**config.mk**
```make
export PLATFORM = sky130hd
export DESIGN_NAME = ttest_hls_deadlock_reporter_flat
export DESIGN_NICKNAME = d
export VERILOG_FILES = /design/src/rtl/ttest_hls_deadlock_reporter_if.sv /design/src/rtl/ttest_hls_deadlock_reporter.sv /design/src/flat_wrapper.sv
export SDC_FILE = /design/constraint.sdc
export NUM_CORES = 1
export LEC_CHECK = 0
export ABC_AREA = 1
export CAP_MARGIN = 0
export CORE_UTILIZATION = 49
export DETAILED_ROUTE_END_ITERATION = 10
export GPL_ROUTABILITY_DRIVEN = 0
export PLACE_DENSITY = 0.86
export SETUP_SLACK_MARGIN = 0.15
export SLEW_MARGIN = 20
export SYNTH_ARGS = -nofsm -noshare
export SYNTH_HDL_FRONTEND = slang
export SYNTH_SLANG_ARGS = --single-unit
```
**constraint.sdc**
```tcl
create_clock -name clock -period 2.2 [get_ports clock]
set_input_delay 0.55 -clock clock [delete_from_list [all_inputs] [get_ports clock]]
set_output_delay 0.55 -clock clock [all_outputs]
set_load 0.05 [all_outputs]
```
**src/rtl/ttest_hls_deadlock_reporter_if.sv**
```systemverilog
// Report channel of the HLS deadlock reporter: a valid/ready handshake carrying
// the captured per-process idle/block snapshot and its capture timestamp.
// The reporter drives the master side; the report consumer uses the slave side.
interface ttest_hls_deadlock_reporter_if #(
  parameter int NUM_PROC = 12,
  parameter int TS_WIDTH = 32
);

  logic                rpt_valid;
  logic                rpt_ready;
  logic [NUM_PROC-1:0] rpt_idle;
  logic [NUM_PROC-1:0] rpt_block;
  logic [TS_WIDTH-1:0] rpt_timestamp;

  modport master (
    output rpt_valid,
    output rpt_idle,
    output rpt_block,
    output rpt_timestamp,
    input  rpt_ready
  );

  modport slave (
    input  rpt_valid,
    input  rpt_idle,
    input  rpt_block,
    input  rpt_timestamp,
    output rpt_ready
  );

endinterface

```
**src/rtl/ttest_hls_deadlock_reporter.sv**
```systemverilog
// HLS dataflow deadlock reporter.
// Filters the monitor's registered `block` indication with a persistence
// counter; once `block` has stayed high (with `enable` set) for PERSIST_CYCLES
// consecutive edges it captures the per-process idle/block vectors and offers
// them on the report channel until the consumer accepts. A HOLD state then
// suppresses re-reporting of the same episode until `block` drops.
// A sticky flag and a saturating episode counter feed the status path.
//
// Optional feature macro: TTEST_DEADLOCK_TIMESTAMP_EN
//   defined   -> free-running TS_WIDTH-bit cycle counter, latched on capture
//   undefined -> no counter, rpt_timestamp tied to zero
module ttest_hls_deadlock_reporter #(
  parameter int NUM_PROC       = 12,
  parameter int PERSIST_CYCLES = 16,
  parameter int TS_WIDTH       = 32
) (
  input  logic                  clock,
  input  logic                  reset_n,
  input  logic                  enable,
  input  logic                  block,
  input  logic [NUM_PROC-1:0]   proc_idle_vec,
  input  logic [NUM_PROC-1:0]   proc_block_vec,
  input  logic                  clear,
  output logic                  deadlock_flag,
  output logic [7:0]            episode_cnt,
  ttest_hls_deadlock_reporter_if.master rpt
);

  // Persistence counter is wide enough for the full 1..65535 range.
  localparam int CW = 16;
  // Counter value seen at the edge that completes the persistence window.
  localparam logic [CW-1:0] LAST_CNT = CW'(PERSIST_CYCLES - 1);

  typedef enum logic [1:0] {
    ST_IDLE,
    ST_COUNT,
    ST_REPORT,
    ST_HOLD
  } state_t;

  state_t        state_q, state_d;
  logic [CW-1:0] cnt_q, cnt_d;
  logic          capture;
  logic          armed;

  assign armed = enable & block;

  // Next-state logic: persistence filter, report wait and re-arm hold.
  always_comb begin
    // NOTE: every signal assigned here gets a default first so no path leaves
    // it unassigned; otherwise synthesis infers a latch.
    state_d = state_q;
    cnt_d   = cnt_q;
    capture = 1'b0;
    unique case (state_q)
      ST_IDLE: begin
        if (armed) begin
          if (PERSIST_CYCLES == 1) begin
            capture = 1'b1;
            state_d = ST_REPORT;
          end else begin
            cnt_d   = CW'(1);
            state_d = ST_COUNT;
          end
        end
      end
      ST_COUNT: begin
        if (!armed) begin
          cnt_d   = '0;
          state_d = ST_IDLE;
        end else if (cnt_q == LAST_CNT) begin
          capture = 1'b1;
          cnt_d   = '0;
          state_d = ST_REPORT;
        end else begin
          cnt_d = cnt_q + CW'(1);
        end
      end
      // Enable is deliberately ignored here: a pending report always completes.
      ST_REPORT: begin
        if (rpt.rpt_ready) begin
          state_d = ST_HOLD;
        end
      end
      ST_HOLD: begin
        if (!armed) begin
          state_d = ST_IDLE;
        end
      end
      default: begin
        cnt_d   = '0;
        state_d = ST_IDLE;
      end
    endcase
  end

  // FSM state and persistence counter registers.
  always_ff @(posedge clock) begin
    // NOTE: sequential state uses non-blocking assignments so every register
    // samples pre-edge values regardless of statement order.
    if (!reset_n) begin
      state_q <= ST_IDLE;
      cnt_q   <= '0;
    end else begin
      state_q <= state_d;
      cnt_q   <= cnt_d;
    end
  end

  // Report channel: valid mirrors the next state, snapshot loads only on capture.
  always_ff @(posedge clock) begin
    if (!reset_n) begin
      rpt.rpt_valid <= 1'b0;
      rpt.rpt_idle  <= '0;
      rpt.rpt_block <= '0;
    end else begin
      rpt.rpt_valid <= (state_d == ST_REPORT);
      if (capture) begin
        rpt.rpt_idle  <= proc_idle_vec;
        rpt.rpt_block <= proc_block_vec;
      end
    end
  end

  // Status path: sticky flag and saturating episode count; capture beats clear.
  always_ff @(posedge clock) begin
    if (!reset_n) begin
      deadlock_flag <= 1'b0;
      episode_cnt   <= '0;
    end else if (capture) begin
      deadlock_flag <= 1'b1;
      if (clear) begin
        episode_cnt <= 8'd1;
      end else if (episode_cnt != 8'hFF) begin
        episode_cnt <= episode_cnt + 8'd1;
      end
    end else if (clear) begin
      deadlock_flag <= 1'b0;
      episode_cnt   <= '0;
    end
  end

`ifdef TTEST_DEADLOCK_TIMESTAMP_EN
  logic [TS_WIDTH-1:0] ts_q;

  // Free-running cycle counter, wrapping modulo 2^TS_WIDTH.
  always_ff @(posedge clock) begin
    if (!reset_n) begin
      ts_q <= '0;
    end else begin
      ts_q <= ts_q + TS_WIDTH'(1);
    end
  end

  // Latch the counter value present at the capture edge.
  always_ff @(posedge clock) begin
    if (!reset_n) begin
      rpt.rpt_timestamp <= '0;
    end else if (capture) begin
      rpt.rpt_timestamp <= ts_q;
    end
  end
`else
  assign rpt.rpt_timestamp = '0;
`endif

endmodule
```
**src/flat_wrapper.sv**
```systemverilog
// flat-port wrapper written by rule: the top's interface ports become plain ports
module ttest_hls_deadlock_reporter_flat 
#(
  parameter int NUM_PROC       = 12,
  parameter int PERSIST_CYCLES = 16,
  parameter int TS_WIDTH       = 32
)
  (clock, reset_n, enable, block, proc_idle_vec, proc_block_vec, clear, deadlock_flag, episode_cnt, rpt_rpt_valid, rpt_rpt_idle, rpt_rpt_block, rpt_rpt_timestamp, rpt_rpt_ready);
  ttest_hls_deadlock_reporter_if #(.NUM_PROC(NUM_PROC), .TS_WIDTH(TS_WIDTH)) rpt_i ();
  input  logic clock;
  input  logic reset_n;
  input  logic enable;
  input  logic block;
  input  logic [NUM_PROC-1:0] proc_idle_vec;
  input  logic [NUM_PROC-1:0] proc_block_vec;
  input  logic clear;
  output logic deadlock_flag;
  output logic [7:0] episode_cnt;
  output wire logic [$bits(rpt_i.rpt_valid)-1:0] rpt_rpt_valid;
  output wire logic [$bits(rpt_i.rpt_idle)-1:0] rpt_rpt_idle;
  output wire logic [$bits(rpt_i.rpt_block)-1:0] rpt_rpt_block;
  output wire logic [$bits(rpt_i.rpt_timestamp)-1:0] rpt_rpt_timestamp;
  input wire logic [$bits(rpt_i.rpt_ready)-1:0] rpt_rpt_ready;
  assign rpt_rpt_valid = rpt_i.rpt_valid;
  assign rpt_rpt_idle = rpt_i.rpt_idle;
  assign rpt_rpt_block = rpt_i.rpt_block;
  assign rpt_rpt_timestamp = rpt_i.rpt_timestamp;
  assign rpt_i.rpt_ready = rpt_rpt_ready;
  ttest_hls_deadlock_reporter #(.NUM_PROC(NUM_PROC), .PERSIST_CYCLES(PERSIST_CYCLES), .TS_WIDTH(TS_WIDTH)) u_core (.clock(clock), .reset_n(reset_n), .enable(enable), .block(block), .proc_idle_vec(proc_idle_vec), .proc_block_vec(proc_block_vec), .clear(clear), .deadlock_flag(deadlock_flag), .episode_cnt(episode_cnt), .rpt(rpt_i));
endmodule
```
---- Word level (Yosys, flattened, before mapping) ----
Index checks and enable logic that the tools add are counted.
Widths: inputs -> output; s select.
cells by class
  reductions and logical operators ........ 6
  div/mod/pow operators ................... 0
  eq/ne operators ......................... 7
  $lt $le $gt $ge ......................... 0
  shifts and indexed selects .............. 0
  multipliers ............................. 0
  add/subtract/negate cells ............... 2
  muxes and demuxes ....................... 19
  bitwise gates (word level) .............. 1
operators by type and width
  kind                   count
  $mux 16                3
  $mux 8                 4
  $pmux 16 s2            1
  $add 16x1->16 const B  1
  $eq 16x4->1 const B    1
  $mux 2                 5
  $add 8x1->8 const B    1
  $ne 8x8->1 const B     1
  $pmux 2 s4             1
  $eq 2x2->1 const B     3
  $reduce_bool 2->1      3
  $mux 1                 5
  $reduce_and 2->1       2
  $eq 2x1->1 const B     1
  $logic_not 2->1        1
  $ne 2x1->1 const B     1
  $and 1x1->1            1
storage, ports and cells
  output and inout port bits .............. 66
  input bits .............................. 30
  ROM bits ................................ 0
  register bits ........................... 52
  bits in latches ......................... 0
  memory bits (writable) .................. 0
  memories ................................ 0
  logic and storage cells ................. 42

---- Longest topological paths before layout ----
Gate-level depths: netlist of the first run.
  depth after elaboration ................. 6
  depth in mapped cells ................... 10
  gate-level depth less buffers ........... 10

---- Worst setup path before layout of the first run ----
OpenSTA, ideal clock, no wires.
  kind .................................... register to register
  start point ............................. register u_core.episode_cnt[1]
  end point ............................... register u_core.episode_cnt[5]
  library setup time ...................... 0.109 ns
  clock period less this slack ............ 1.765 ns
  required time ........................... 2.091 ns
  arrival ................................. 1.656 ns
  setup slack ............................. 0.435 ns
  cell stages (with the launch flop) ...... 11
  cell sequence ........................... dfxtp_1 ha_1 nand2_1 nor2_1 nand2_1 nand4_2 nand2_2 nand2_1 nand2_1 nand2_1 inv_1
between the ends
  word-level cells in the longest chain between the ends .. 4
  elaborated cells on any way between the ends .. 7
  those cells by class .................... 1 x add/sub; 1 x eq/ne; 3 x mux; 2 x reduce/logical
ends and longest elaborated chain
  item                    line                                text
  from (decl)             ttest_hls_deadlock_reporter.sv:25   output logic [7:0] episode_cnt,
  from (signal assigned)  ttest_hls_deadlock_reporter.sv:135  episode_cnt <= episode_cnt + 8'd1;
  $add 8x1->8             ttest_hls_deadlock_reporter.sv:135
  $mux 8                  ttest_hls_deadlock_reporter.sv:134  end else if (episode_cnt != 8'hFF) begin
  $mux 8                  ttest_hls_deadlock_reporter.sv:132  if (clear) begin
  $mux 8                  ttest_hls_deadlock_reporter.sv:130  end else if (capture) begin
Parallel ways exist; a longest one is shown, timed or not. The select of a mux whose other input is x is not followed.
A chain may end at the register's enable or synchronous reset.

---- Final worst setup path of the first run ----
  start point ............................. register u_core.rpt.rpt_block[6]
  end point ............................... output rpt_rpt_block[6]
RTL lines
  item                    line                                  text
  from (decl)             ttest_hls_deadlock_reporter_if.sv:18  output rpt_block,
  from (signal assigned)  ttest_hls_deadlock_reporter.sv:120    rpt.rpt_block <= proc_block_vec;
  to (decl)               flat_wrapper.sv:21                    output wire logic [$bits(rpt_i.rpt_block)-1:0] rpt_rpt_block;
No word-level cell between the ends.

==> impl.org, run 1 <==
** Run status
- The flow ran to the end, and the final reports show no timing, DRC or antenna violations.

** STA
- Worst slew margin :: between 60% and 70%
- In the finished design, the share of the clock period the worst path needs comes to 91.3%.
- Final setup skew :: 1.45 ps
- Peak clock frequency supported by timing :: 498 MHz
- Final hold viol count :: 0
- Setup violations remaining at the end of the flow were counted as 0.
- The number of max-slew violations in the final report is 0.
- Period minus WS final :: 2010 ps
- Setup repair after global routing missed its margin :: no
- For the pin with the worst max-slew slack, the measured transition is 534 ps.
- Final total negative setup slack :: 0 ps

** Yosys
- Leading cell types by total area after synthesis :: sky130_fd_sc_hd__dfxtp_1 (38%), sky130_fd_sc_hd__nand2_1 (10%), sky130_fd_sc_hd__buf_4 (9.1%)
- Post-synthesis compound-gate area fraction :: 14.5%
- For this run, the leading register cell type out of synthesis is sky130_fd_sc_hd__dfxtp_1.
- After technology mapping, the gate count stands at 389.
- FFs w/ async S/R, synth :: 0%
- In this run, synthesis inferred 0 flip-flops with an integrated enable.
- Library cell occupying the most area in the post-synthesis netlist :: sky130_fd_sc_hd__dfxtp_1
- Post-Synthesis Mean Instance Area :: 6.96 µm²
- Post-synthesis sequential area ratio :: about 38%
- After Yosys synthesis, full adders, half adders and majority gates account for less than 1% of the synthesized area.
- Summed over its instances, the top area cell type makes up 38.4% of the synthesized netlist area.
- Proportion of synthesized area in mux cells :: 0%
- Synth top cells by count :: sky130_fd_sc_hd__nand2_1 (75), sky130_fd_sc_hd__inv_1 (55), sky130_fd_sc_hd__dfxtp_1 (52), sky130_fd_sc_hd__a21oi_1 (43), sky130_fd_sc_hd__nor2_1 (37)
- By instance count, the leading cell after synthesis is sky130_fd_sc_hd__nand2_1.
- Number of library cell types mapped by synthesis :: 28
- The cell area that synthesis handed to floorplanning was roughly 0.0027 mm².
- Post-synthesis share of cell area spent on xor and xnor gates :: 1.94%
- Dominant combinational cell family by area after synthesis :: simple AND/OR/NAND/NOR gates
- Summing the areas of all and, or, nand and nor instances in the mapped netlist gives 24.0% of the synthesized area.
- The Yosys step of the flow raised 0 warnings.
- The synthesized design contains 52 register bits.

** Global routing
- Remaining global-route overflow :: 0
- Across every metal layer, demand over resource in global routing totals 20.0%.
- Entering global routing, the biggest net connects 27 pins.
- The first global-routing pass estimated 9490 µm of wire.
- Initial antenna violation count :: 0
- The number of global-route vias before repair was ~2300.

** Drt
- Summing over every cut layer, the via total after detailed routing is approximately 2500.
- Detail Route met2 WL :: 2570 µm
- Total length of routed wires :: 5650 µm
- The detail route stage leaves a number of antenna-violating nets equal to 0.
- DRT met1 WL :: 2460 µm
- In the routed design, unresolved DRC markers number 0.
- Initial DRC count :: 124
- Using the TritonRoute via totals, the vias-per-cell ratio works out to 4.75.
- In the final routed layout, each cell accounts on average for 10.8 µm.
- Met3 layer wire length in the routed design :: roughly 530 µm
- Max layer used :: met4
- Drt pass-1 iters :: 4

** Worst setup path
- In this run the number of cells on the critical path is 1.
- Endpoint class of the critical path :: output pin
- Setup slack on the worst reg-to-reg path comes out at ~400 ps.
- Cell-by-cell trace of the critical path :: clkdlybuf4s50_1
- The worst setup path is launched from a register.
- In this run the critical register-to-register path is captured at u_core.cnt_q[8]$_SDFFE_PN0P_.
- Together, buffers and inverters on the worst path number 1.
- Critical path type :: reg2out
- Delay-heaviest family, CP :: buffers and inverters
- Worst R2R Path Depth :: 9
- The critical path starts at u_core.rpt.rpt_block[6]$_SDFFE_PN0P_.
- In this run the worst setup path terminates at rpt_rpt_block[6].
- Required time at the worst-slack endpoint :: 1650 ps
- For this run, the slowest stage of the critical path takes about 810 ps.
- Worst reg2reg path startpoint :: u_core.cnt_q[0]$_SDFFE_PN0P_
- Of all nets on the critical path, the largest fanout is 2.
- Crit path DAT :: 1460 ps
- For this design, the slowest cell found on the critical path is sky130_fd_sc_hd__clkdlybuf4s50_1.

** Final layout
- Once layout is complete, the utilization of the core stands at 65.5%.
- Diodes inserted :: 0
- Final Net Count :: 486
- The finished layout holds roughly 530 standard cells, fillers aside.
- Area growth syn-to-layout :: 25.9%
- Fraction of layout cells with a size suffix above 1 :: under 10%

** Power
- Sequential share of power :: between 50% and 60%
- Total power :: 1830 µW
- In this run the power density over the cells is 536 mW/mm².
- For this design the static power due to leakage is 0.00152 µW.
- Cell Int Power :: 1340 µW
- Net switching component of the power :: 484 µW
- Sw frac :: 26.5%
- Worst vdd rail ir drop :: between 0.3 and 0.4 mV
- Part of the total power dissipated in the clock network :: 35.4%
- Gate power share :: 12.9%

** CTS
- After clock tree synthesis, the clock-pin slew on the worst setup and hold paths is 90 ps.
- The H-tree was split into 2 levels.
- The clock drives between 50 and 60 sinks.
- Clock Tree Root :: sky130_fd_sc_hd__clkbuf_8
- CTS tree :: built
- For the worst-skew pair, the clock arrives at the later sink with an insertion delay of approximately 300 ps.
- Num CTS Buffers :: 5
- The longest clock path from root to sink contains 2 buffers.

** Floorplanning
- Once the floorplan was initialized, standard cells occupied 52.0% of the core.
- During I/O placement, the number of pins put on the boundary was 96.
- Vertical die dimension :: between 70 and 80 µm
- Total core area :: 0.00520 mm²
- The floorplan step defined a die boundary enclosing approximately 0.0058 mm².
- In this run the core area contains 26 standard-cell rows.
- Die boundary width :: 76.4 µm

** Min path
- Worst min path class :: reg2reg
- The startpoint identified for the worst hold timing path is u_core.rpt.rpt_idle[11]$_SDFFE_PN0P_.

** Run
- Max-capacitance violation count :: 0

** Placement
- Count of port buffers added during placement :: between 60 and 70
- In this run, placement finished with an instance count of slightly above 500.
- Post-detailed-placement half-perimeter wirelength :: 4230 µm
[metal layers]
layer	track usage, %	vias to the layer above
li1	-	1290
met1	21.0	1095
met2	35.7	101
met3	8.50	9
met4	6.92	0
met5	0	-
[timing repair]
| action | in CTS | in global routing |
|---|---|---|
| hold buffers | 0 | 0 |
| hold endpoints to repair | 0 | 0 |
| resized for setup | 8 | 11 |
| setup endpoints to repair | 8 | 11 |
| setup buffers | 0 | 0 |
[cell usage in the layout, fill, tap and decap left out, types with 2 or more instances in the layout]
cell                              instances
sky130_fd_sc_hd__clkbuf_8                 5
sky130_fd_sc_hd__a21oi_1                 43
sky130_fd_sc_hd__dfxtp_1                 52
sky130_fd_sc_hd__o21ai_1                 24
sky130_fd_sc_hd__nand4_1                  6
sky130_fd_sc_hd__nand3_2                  2
sky130_fd_sc_hd__clkdlybuf4s50_1         44
sky130_fd_sc_hd__inv_2                    3
sky130_fd_sc_hd__dlymetal6s2s_1          11
sky130_fd_sc_hd__inv_1                   55
sky130_fd_sc_hd__xor2_1                   4
sky130_fd_sc_hd__conb_1                  32
sky130_fd_sc_hd__nor2_2                   4
sky130_fd_sc_hd__nor2_1                  37
sky130_fd_sc_hd__xnor2_1                  2
sky130_fd_sc_hd__nand3_1                 16
sky130_fd_sc_hd__nor3_1                   3
sky130_fd_sc_hd__ha_1                     2
sky130_fd_sc_hd__nand2_2                  2
sky130_fd_sc_hd__nand2_1                 75
sky130_fd_sc_hd__buf_4                    6
sky130_fd_sc_hd__o21ai_0                  9
sky130_fd_sc_hd__dlygate4sd2_1            8
[worst min path at each step]
| stage | depth (start not counted) | end | slack (ps) |
|---|---|---|---|
| 5_1_grt | 2 | u_core.rpt.rpt_idle[11]$_SDFFE_PN0P_ | 460 |
| 3_3_place_gp | 2 | u_core.rpt.rpt_block[8]$_SDFFE_PN0P_ | 430 |
| 6_report | 2 | u_core.rpt.rpt_idle[11]$_SDFFE_PN0P_ | 440 |
| 3_5_place_dp | 2 | u_core.rpt.rpt_block[11]$_SDFFE_PN0P_ | 440 |
| 4_1_cts | 2 | u_core.rpt.rpt_block[11]$_SDFFE_PN0P_ | 450 |
| 2_1_floorplan | 2 | u_core.cnt_q[14]$_SDFFE_PN0P_ | 450 |
[per-stage QoR]
stage	setup WS (ps)	instance area [µm²]	hold WS, ps
4_1_cts	169	3380	450
3_3_place_gp	150	3280	431
5_1_grt	148	3410	462
3_5_place_dp	80.3	3280	436
2_1_floorplan	435	2830	453
6_report	190	3410	445
[worst min-delay path, delay by kind of cell, from the launching register on]
family,cells,cell delay (ps)
compound gates,1,40
buf+inv,1,40
flops,1,320
[power by group through the flow]
stage                     Sequential [µW]  Combinational (µW)  Clock, µW
after floorplan                       967                 210          0
after global placement                968                 231          0
after detailed placement              968                 234          0
after CTS                             946                 234        653
after global routing                  947                 251        701
final                                 946                 235        647
[cells by family (layout without fill, tap and decap cells)]
kind of cell / after synthesis / after routing
compound gates: 78 / 78
other cells: 1 / 32
xor+xnor: 6 / 6
flops: 52 / 52
simple gates: 149 / 149
buf+inv: 101 / 136
fa+ha+maj: 2 / 2
[state kept, by name, summed over array words and instances (netlist names)]
register	count
u_core.deadlock_flag	1
u_core.cnt_q	16
u_core.episode_cnt	8
u_core.rpt.rpt_block	12
u_core.rpt.rpt_idle	12
u_core.state_q	2
u_core.rpt.rpt_valid	1
[cell type report]
cell class                      instances  area [µm²]
Clock inverter                          2        35.0
Tap cell                               70        87.6
Timing Repair Buffer                   70         713
Fill cell                             488        1800
Sequential cell                        52        1040
Inverter                               58         218
Clock buffer                            6        72.6
Multi-Input combinational cell        267        1240
No activity file was read; power rests on OpenSTA's default activity.
==> run 2, diff against run 1 <==
- CORE_UTILIZATION: 49 -> 50
- CTS_BUF_LIST: not set -> sky130_fd_sc_hd__clkbuf_4
- PLACE_DENSITY: 0.86 -> 0.88
==> run 2 against run 1 <==
Non-clock buffer count grew 4. Register-to-register slack better by 20 ps. Combinational power about the same. Largest power group unchanged. Highest routed layer unchanged.
==> impl.org, run 2 (synthesis gave the netlist of run 1 again) <==
** Run status
- Result of the run :: complete, no violations

** Worst setup path
- Cell-by-cell trace of the critical path :: dlygate4sd2_1
- Maximum fanout count along the critical path :: 5 (+3)
- On the critical path the largest part of the delay comes from buffers and inverters.
- Worst Path Buf+Inv :: 1 (unchanged)
- The worst setup path is captured at an output pin.
- Startpoint types :: register
- Required time at the worst-slack endpoint :: 1650 ps (about the same)
- Slowest library cell on the worst path :: sky130_fd_sc_hd__dlygate4sd2_1
- Highest cell delay on the worst timing path :: 550 ps (-260 ps)
- The critical path data arrival time came to 1360 ps (-100 ps).
- The setup path with the least slack is of type reg2out.

** Global routing
- Remaining global-route overflow :: 0 (unchanged)
- Via count of the first global-routing pass :: 2181 (-4.3%)
- The initial antenna violation count is 0 (unchanged).
- The overall global routing resource usage is 21.0% (+0.96 points).
- The first-pass GRT wire length came to 9170 µm (-3.3%).
- The pin count of the biggest net entering global routing is 31 (+15%).

** Placement
- The post-detailed-placement half-perimeter wirelength came to 4190 µm (-0.89%).
- The standard cell area after detailed placement is 0.00331 mm² (+0.91%).
- The count of buffers from port buffering came to 63 (unchanged).

** Drt
- The number of antenna-violating nets in the routed design is 0 (unchanged).
- Post-detailed-route via-to-cell ratio :: 4.84 (+1.9%)
- The detailed-routing iteration count for the pre-antenna-repair pass is 4 (unchanged).
- The routed wirelength normalized by instance count is 10.7 µm (-1.0%).
- The routed wire length came to 5640 µm (-0.28%).
- Initial DRC count :: 131 (+5.6%)
- Post-route DRC :: 0 (unchanged)
- Vias post-DR :: 2563 (+2.7%)

** CTS
- Count of H-tree levels built during CTS :: 2 (unchanged)
- The maximum number of buffers from clock root to sink was 2 (unchanged).
- Num CTS Buffers :: 5 (unchanged)
- The clock-pin slew on the worst setup and hold paths is 160 ps (+70 ps).
- The root buffer cell chosen for the clock tree is sky130_fd_sc_hd__clkbuf_4.
- TritonCTS built the clock tree.
- Clock latency at the later pin of the worst-skew pair :: 380 ps (+80 ps)
- The count of clock tree sinks was 52 (unchanged).

** Final layout
- The net count of the finished layout came to 490 (+0.82%).
- The number of fill cells was 484 (-0.82%).
- Area growth syn-to-layout :: 23.0%
- Largest registers :: u_core.cnt_q (16), u_core.rpt.rpt_block (12), u_core.rpt.rpt_idle (12)
- Top reg by flops :: u_core.cnt_q
- Summed area of non-filler cells in the final layout :: 0.00333 mm² (-2.3%)
- Fraction of layout cells with a size suffix above 1 :: 7.41% (+1.0 points)
- The final design utilization is 64.4% (-1.1 points).
- Leaving out fill and tap cells, the most frequent cell in the layout is sky130_fd_sc_hd__nand2_1.
- Diodes inserted :: 0 (unchanged)
- The register area came to 0.00104 mm² (unchanged).
- Max FFs per register :: 16 (unchanged)
- The area of combinational cells with multiple inputs was 0.00124 mm² (unchanged).
- The library cells used most frequently in the layout, excluding fill and tap cells, are sky130_fd_sc_hd__nand2_1 (75), sky130_fd_sc_hd__inv_1 (55), sky130_fd_sc_hd__dfxtp_1 (52).

** STA
- Final total negative setup slack :: 0 ps (unchanged)
- The number of hold violations in the final report came to 0 (unchanged).
- Worst slew margin :: 65.5% (+1.2 points)
- Setup repair after global routing missed its margin :: no
- The total setup violations reported at the end of the flow is 0 (unchanged).
- Peak clock frequency supported by timing :: 523 MHz (+5.1%)
- Worst hold slack after final layout :: 448 ps (+3.65 ps)
- The post-route clock period utilization came to 86.9% (-4.4 points).
- Transition at the pin with the smallest max-transition slack :: 519 ps (-14.3 ps)
- The clock period minus worst slack was 1910 ps (-97.0 ps).
- Final count of pins violating max slew :: 0 (unchanged)
- Final setup skew :: 8.29 ps (+6.84 ps)

** Power
- P_leak :: 0.00145 µW (-5.2%)
- Worst vdd rail ir drop :: 0.363 mV (+16%)
- The power per unit of standard cell area is 492 mW/mm² (-8.2%).
- The final total power is 1640 µW (-10%).

** Floorplanning
- The area of the core region came to 0.00517 mm² (-0.62%).
- Die boundary width :: 75.6 µm (-0.98%)
- The starting density of the core came to 52.4% (+0.33 points).
- The number of primary I/O pins is 96 (unchanged).
- The die footprint was 0.00572 mm² (-1.9%).
- The number of core rows came to 26 (unchanged).
- Vertical die dimension :: 75.6 µm (-0.98%)

** Min path
- Worst min path class :: reg2reg

** Run
- The max-cap check violation count was 0 (unchanged).
run 2: layout make-up:
cell class,instances,area share (%)
Tap cell,70,2.63
Clock inverter,3,0.676
Timing Repair Buffer,74,20.5
Clock buffer,5,1.13
Sequential cell,52,31.2
Multi-Input combinational cell,267,37.3
Inverter,58,6.53
run 2: worst paths after layout:
kind                                          end  cells past startpoint  slack, ps                            startpoint
min          u_core.rpt.rpt_block[9]$_SDFFE_PN0P_                      2        450  u_core.rpt.rpt_block[9]$_SDFFE_PN0P_
max                                episode_cnt[7]                      1        290    u_core.episode_cnt[7]$_SDFFE_PN0P_
max reg2reg         u_core.cnt_q[14]$_SDFFE_PN0P_                      6        420          u_core.cnt_q[0]$_SDFFE_PN0P_
min reg2reg  u_core.rpt.rpt_block[9]$_SDFFE_PN0P_                      2        450  u_core.rpt.rpt_block[9]$_SDFFE_PN0P_
run 2: timing repair:
item	in CTS	in global routing
hold buffers	0	0
hold endpoints to repair	0	0
resized for setup	34	0
buffers inserted	0	0
setup endpoints to repair	34	0
run 2: per-layer routing:
layer	track usage (%)	wire (µm)	part of all wire, %
met2	34.1	2560	45
met4	8.44	70	1.2
met1	24.8	2450	44
met3	8.47	555	9.8
met5	0	0	0
run 2: stage by stage:
step,std cells,setup WS [ps]
3_5_place_dp,521,120
3_3_place_gp,521,168
4_1_cts,529,278
6_report,529,287
5_1_grt,529,231
2_1_floorplan,420,435
run 2: where the power goes:
part           internal (µW)  switching, µW
registers                945           3.06
logic                   66.1            172
clock network            130            324
==> run 3, diff against run 2 <==
- REMOVE_ABC_BUFFERS: not set -> 1
==> run 3 against run 2 <==
Non-clock buffer count down 3. First-iteration DRC count rose by 6.1%. Sequential power is essentially flat. Clock power grew 22%. Power up 6.2%. Flip-flop and latch count unchanged. Clock skew fell by 1.5 ps. Highest routed layer unchanged.
==> impl.org, run 3 (synthesis gave the netlist of run 1 again) <==
** Run status
- The run finished with clean final reports.

** Power
- The leakage power total came to 0.00143 µW (-0.98%).
- Worst vdd rail ir drop :: 0.288 mV (-21%)
- Total power :: 1740 µW (+6.2%)
- Pwr Density :: 525 mW/mm² (+6.6%)

** Global routing
- Overall global routing resource usage :: 22.8% (+1.8 points)
- Gr busiest metal :: met2
- The met3 track demand over resource came to 9.26% (+0.79 points).
- The number of global-route vias before repair is 2259 (+3.6%).
- Remaining global-route overflow :: 0 (unchanged)
- Met2 usage in global routing :: 35.2% (+1.1 points)
- The initial antenna violation count was 0 (unchanged).
- The met1 track utilization from global routing is 28.3% (+3.5 points).
- The first-pass GRT wire length came to 9850 µm (+7.4%).
- The pin count of the biggest net entering global routing was 31 (unchanged).

** CTS
- The tree is rooted in a sky130_fd_sc_hd__clkbuf_4.
- The clock latency of the later-clocked register in the worst-skew pair is 380 ps (about the same).
- Clock slew at the register clock pins of the worst setup and hold paths :: 150 ps (about the same)
- Number of buffers on the longest clock path :: 2 (unchanged)
- The count of clock tree sinks was 52 (unchanged).
- Num CTS Buffers :: 5 (unchanged)
- The maximum level of the CTS H-tree came to 2 (unchanged).
- The total setup buffers inserted after CTS came to 0 (unchanged).
- TritonCTS built the clock tree.

** STA
- Final total negative setup slack :: 0 ps (unchanged)
- Setup repair after global routing missed its margin :: no
- The tightest slew margin relative to the limit is 65.1% (-0.44 points).
- Worst hold slack after final layout :: 450 ps (+1.81 ps)
- The transition time at the pin with the least slew margin was 526 ps (+6.68 ps).
- Peak clock frequency supported by timing :: 520 MHz (-0.50%)
- Final count of pins violating max slew :: 0 (unchanged)
- Period utilization :: 87.4% (+0.44 points)
- The setup skew after layout is 6.77 ps (-1.52 ps).
- Final hold viol count :: 0 (unchanged)
- The clock period minus worst slack came to 1920 ps (+9.58 ps).
- The total setup violations reported at the end of the flow is 0 (unchanged).

** Placement
- The total placed cells including tap cells was 518 (-0.58%).
- The post-detailed-placement half-perimeter wirelength came to 4470 µm (+6.7%).
- The count of buffers from port buffering was 63 (unchanged).

** Final layout
- The flip-flop count of the largest register after layout is 16 (unchanged).
- The number of fill cells was 468 (-3.3%).
- Commonest cells after routing, fill and taps aside :: sky130_fd_sc_hd__nand2_1 (75), sky130_fd_sc_hd__inv_1 (55), sky130_fd_sc_hd__dfxtp_1 (52)
- Fraction of layout cells with a size suffix above 1 :: 6.80% (-0.61 points)
- Largest registers :: u_core.cnt_q (16), u_core.rpt.rpt_block (12), u_core.rpt.rpt_idle (12)
- Most common cell after layout, fill and taps aside :: sky130_fd_sc_hd__nand2_1
- Compared with the post-synthesis result, the final layout area differs by 22.6%.
- Final non-filler cell total :: 526 (-0.57%)
- The net count of the finished layout is 487 (-0.61%).
- Top reg by flops :: u_core.cnt_q
- The count of antenna diodes in the layout came to 0 (unchanged).

** Worst setup path
- The critical path goes through dlygate4sd2_1.
- Maximum fanout count along the critical path :: 5 (unchanged)
- Among cell families on the critical path, the largest total delay comes from buffers and inverters.
- Critical path type :: reg2out
- Crit path DAT :: 1370 ps (about the same)
- Worst Path Buf+Inv :: 1 (unchanged)
- The largest stage delay on the critical path is 550 ps (about the same).
- Startpoint types :: register
- Required time at the worst-slack endpoint :: 1650 ps (about the same)
- The worst setup path is captured at an output pin.
- Slowest library cell on the worst path :: sky130_fd_sc_hd__dlygate4sd2_1

** Min path
- The path class of the tightest hold or removal check is reg2reg.

** Floorplanning
- The starting density of the core was 52.4% (unchanged).
- Total core area :: 0.00517 mm² (unchanged)
- Die boundary width :: 75.6 µm (unchanged)
- The number of core rows was 26 (unchanged).
- The number of primary I/O pins is 96 (unchanged).
- Total die area :: 0.00572 mm² (unchanged)
- Vertical die dimension :: 75.6 µm (unchanged)

** Drt
- The number of vias in the routed layout is 2541 (-0.86%).
- The number of antenna-violating nets in the routed design is 0 (unchanged).
- The post-detailed-route DRC marker count is 0 (unchanged).
- Drt pass-1 iters :: 4 (unchanged)
- The starting DRC count in detailed routing came to 139 (+6.1%).
- The routed wirelength normalized by instance count is 11.2 µm (+5.4%).
- The routed wire length was 5910 µm (+4.8%).
- Post-detailed-route via-to-cell ratio :: 4.83 (-0.29%)

** Run
- The max-cap check violation count came to 0 (unchanged).
==> run 3: cell types whose count changed in the layout (fill, tap and decap cells not counted) <==
cell	before	now
sky130_fd_sc_hd__o21ai_1	24	23
sky130_fd_sc_hd__buf_4	10	8
sky130_fd_sc_hd__clkinv_2	1	0
sky130_fd_sc_hd__clkinv_1	0	1
sky130_fd_sc_hd__bufinv_16	0	1
sky130_fd_sc_hd__buf_12	1	0
sky130_fd_sc_hd__inv_6	1	0
sky130_fd_sc_hd__o21ai_2	0	1
==> run 3: worst paths after layout <==
path                                                      startpoint                                   end  slack, ps  depth (start not counted)
worst max-delay path              u_core.episode_cnt[7]$_SDFFE_PN0P_                        episode_cnt[7]        280                          1
worst min-delay path            u_core.rpt.rpt_block[8]$_SDFFE_PN0P_  u_core.rpt.rpt_block[8]$_SDFFE_PN0P_        450                          2
worst min register to register  u_core.rpt.rpt_block[8]$_SDFFE_PN0P_  u_core.rpt.rpt_block[8]$_SDFFE_PN0P_        450                          2
worst max register to register          u_core.cnt_q[0]$_SDFFE_PN0P_  u_core.rpt.rpt_block[7]$_SDFFE_PN0P_        340                          9
==> run 3: metal layers <==
| metal | part of all wire, % | up-vias |
|---|---|---|
| li1 | - | 1297 |
| met1 | 43 | 1124 |
| met2 | 46 | 108 |
| met3 | 9.3 | 12 |
| met4 | 2.3 | 0 |
| met5 | 0 | - |
==> run 3: stage by stage <==
stage | worst slack, ps | cell area [µm²] | utilization [%]
global placement | 112 | 3280 | 63.4
detailed placement | 9.09 | 3280 | 63.4
global route | 183 | 3320 | 64.2
finish | 278 | 3320 | 64.2
CTS | 272 | 3320 | 64.1
floorplan | 435 | 2500 | -
==> run 3: timing repair <==
item | 4_1_cts | 5_1_grt
setup endpoints to repair | 34 | 4
endpoints found under the hold margin | 0 | 0
hold buffers | 0 | 0
gates resized for setup | 34 | 1
==> run 3: power breakdown <==
group          switching, µW  total, µW  internal (µW)
Sequential              3.25        948            945
Combinational            175        240           64.9
Clock                    316        554            238
==> run 3: cell type report <==
type	count	area, µm²	area share (%)
clock buffers	5	37.5	1.13
clock inverters	3	42.5	1.28
inverters	58	218	6.56
multi-input cells	267	1250	37.5
flip-flops and latches	52	1040	31.3
well taps	70	87.6	2.64
repair buffers	71	648	19.5
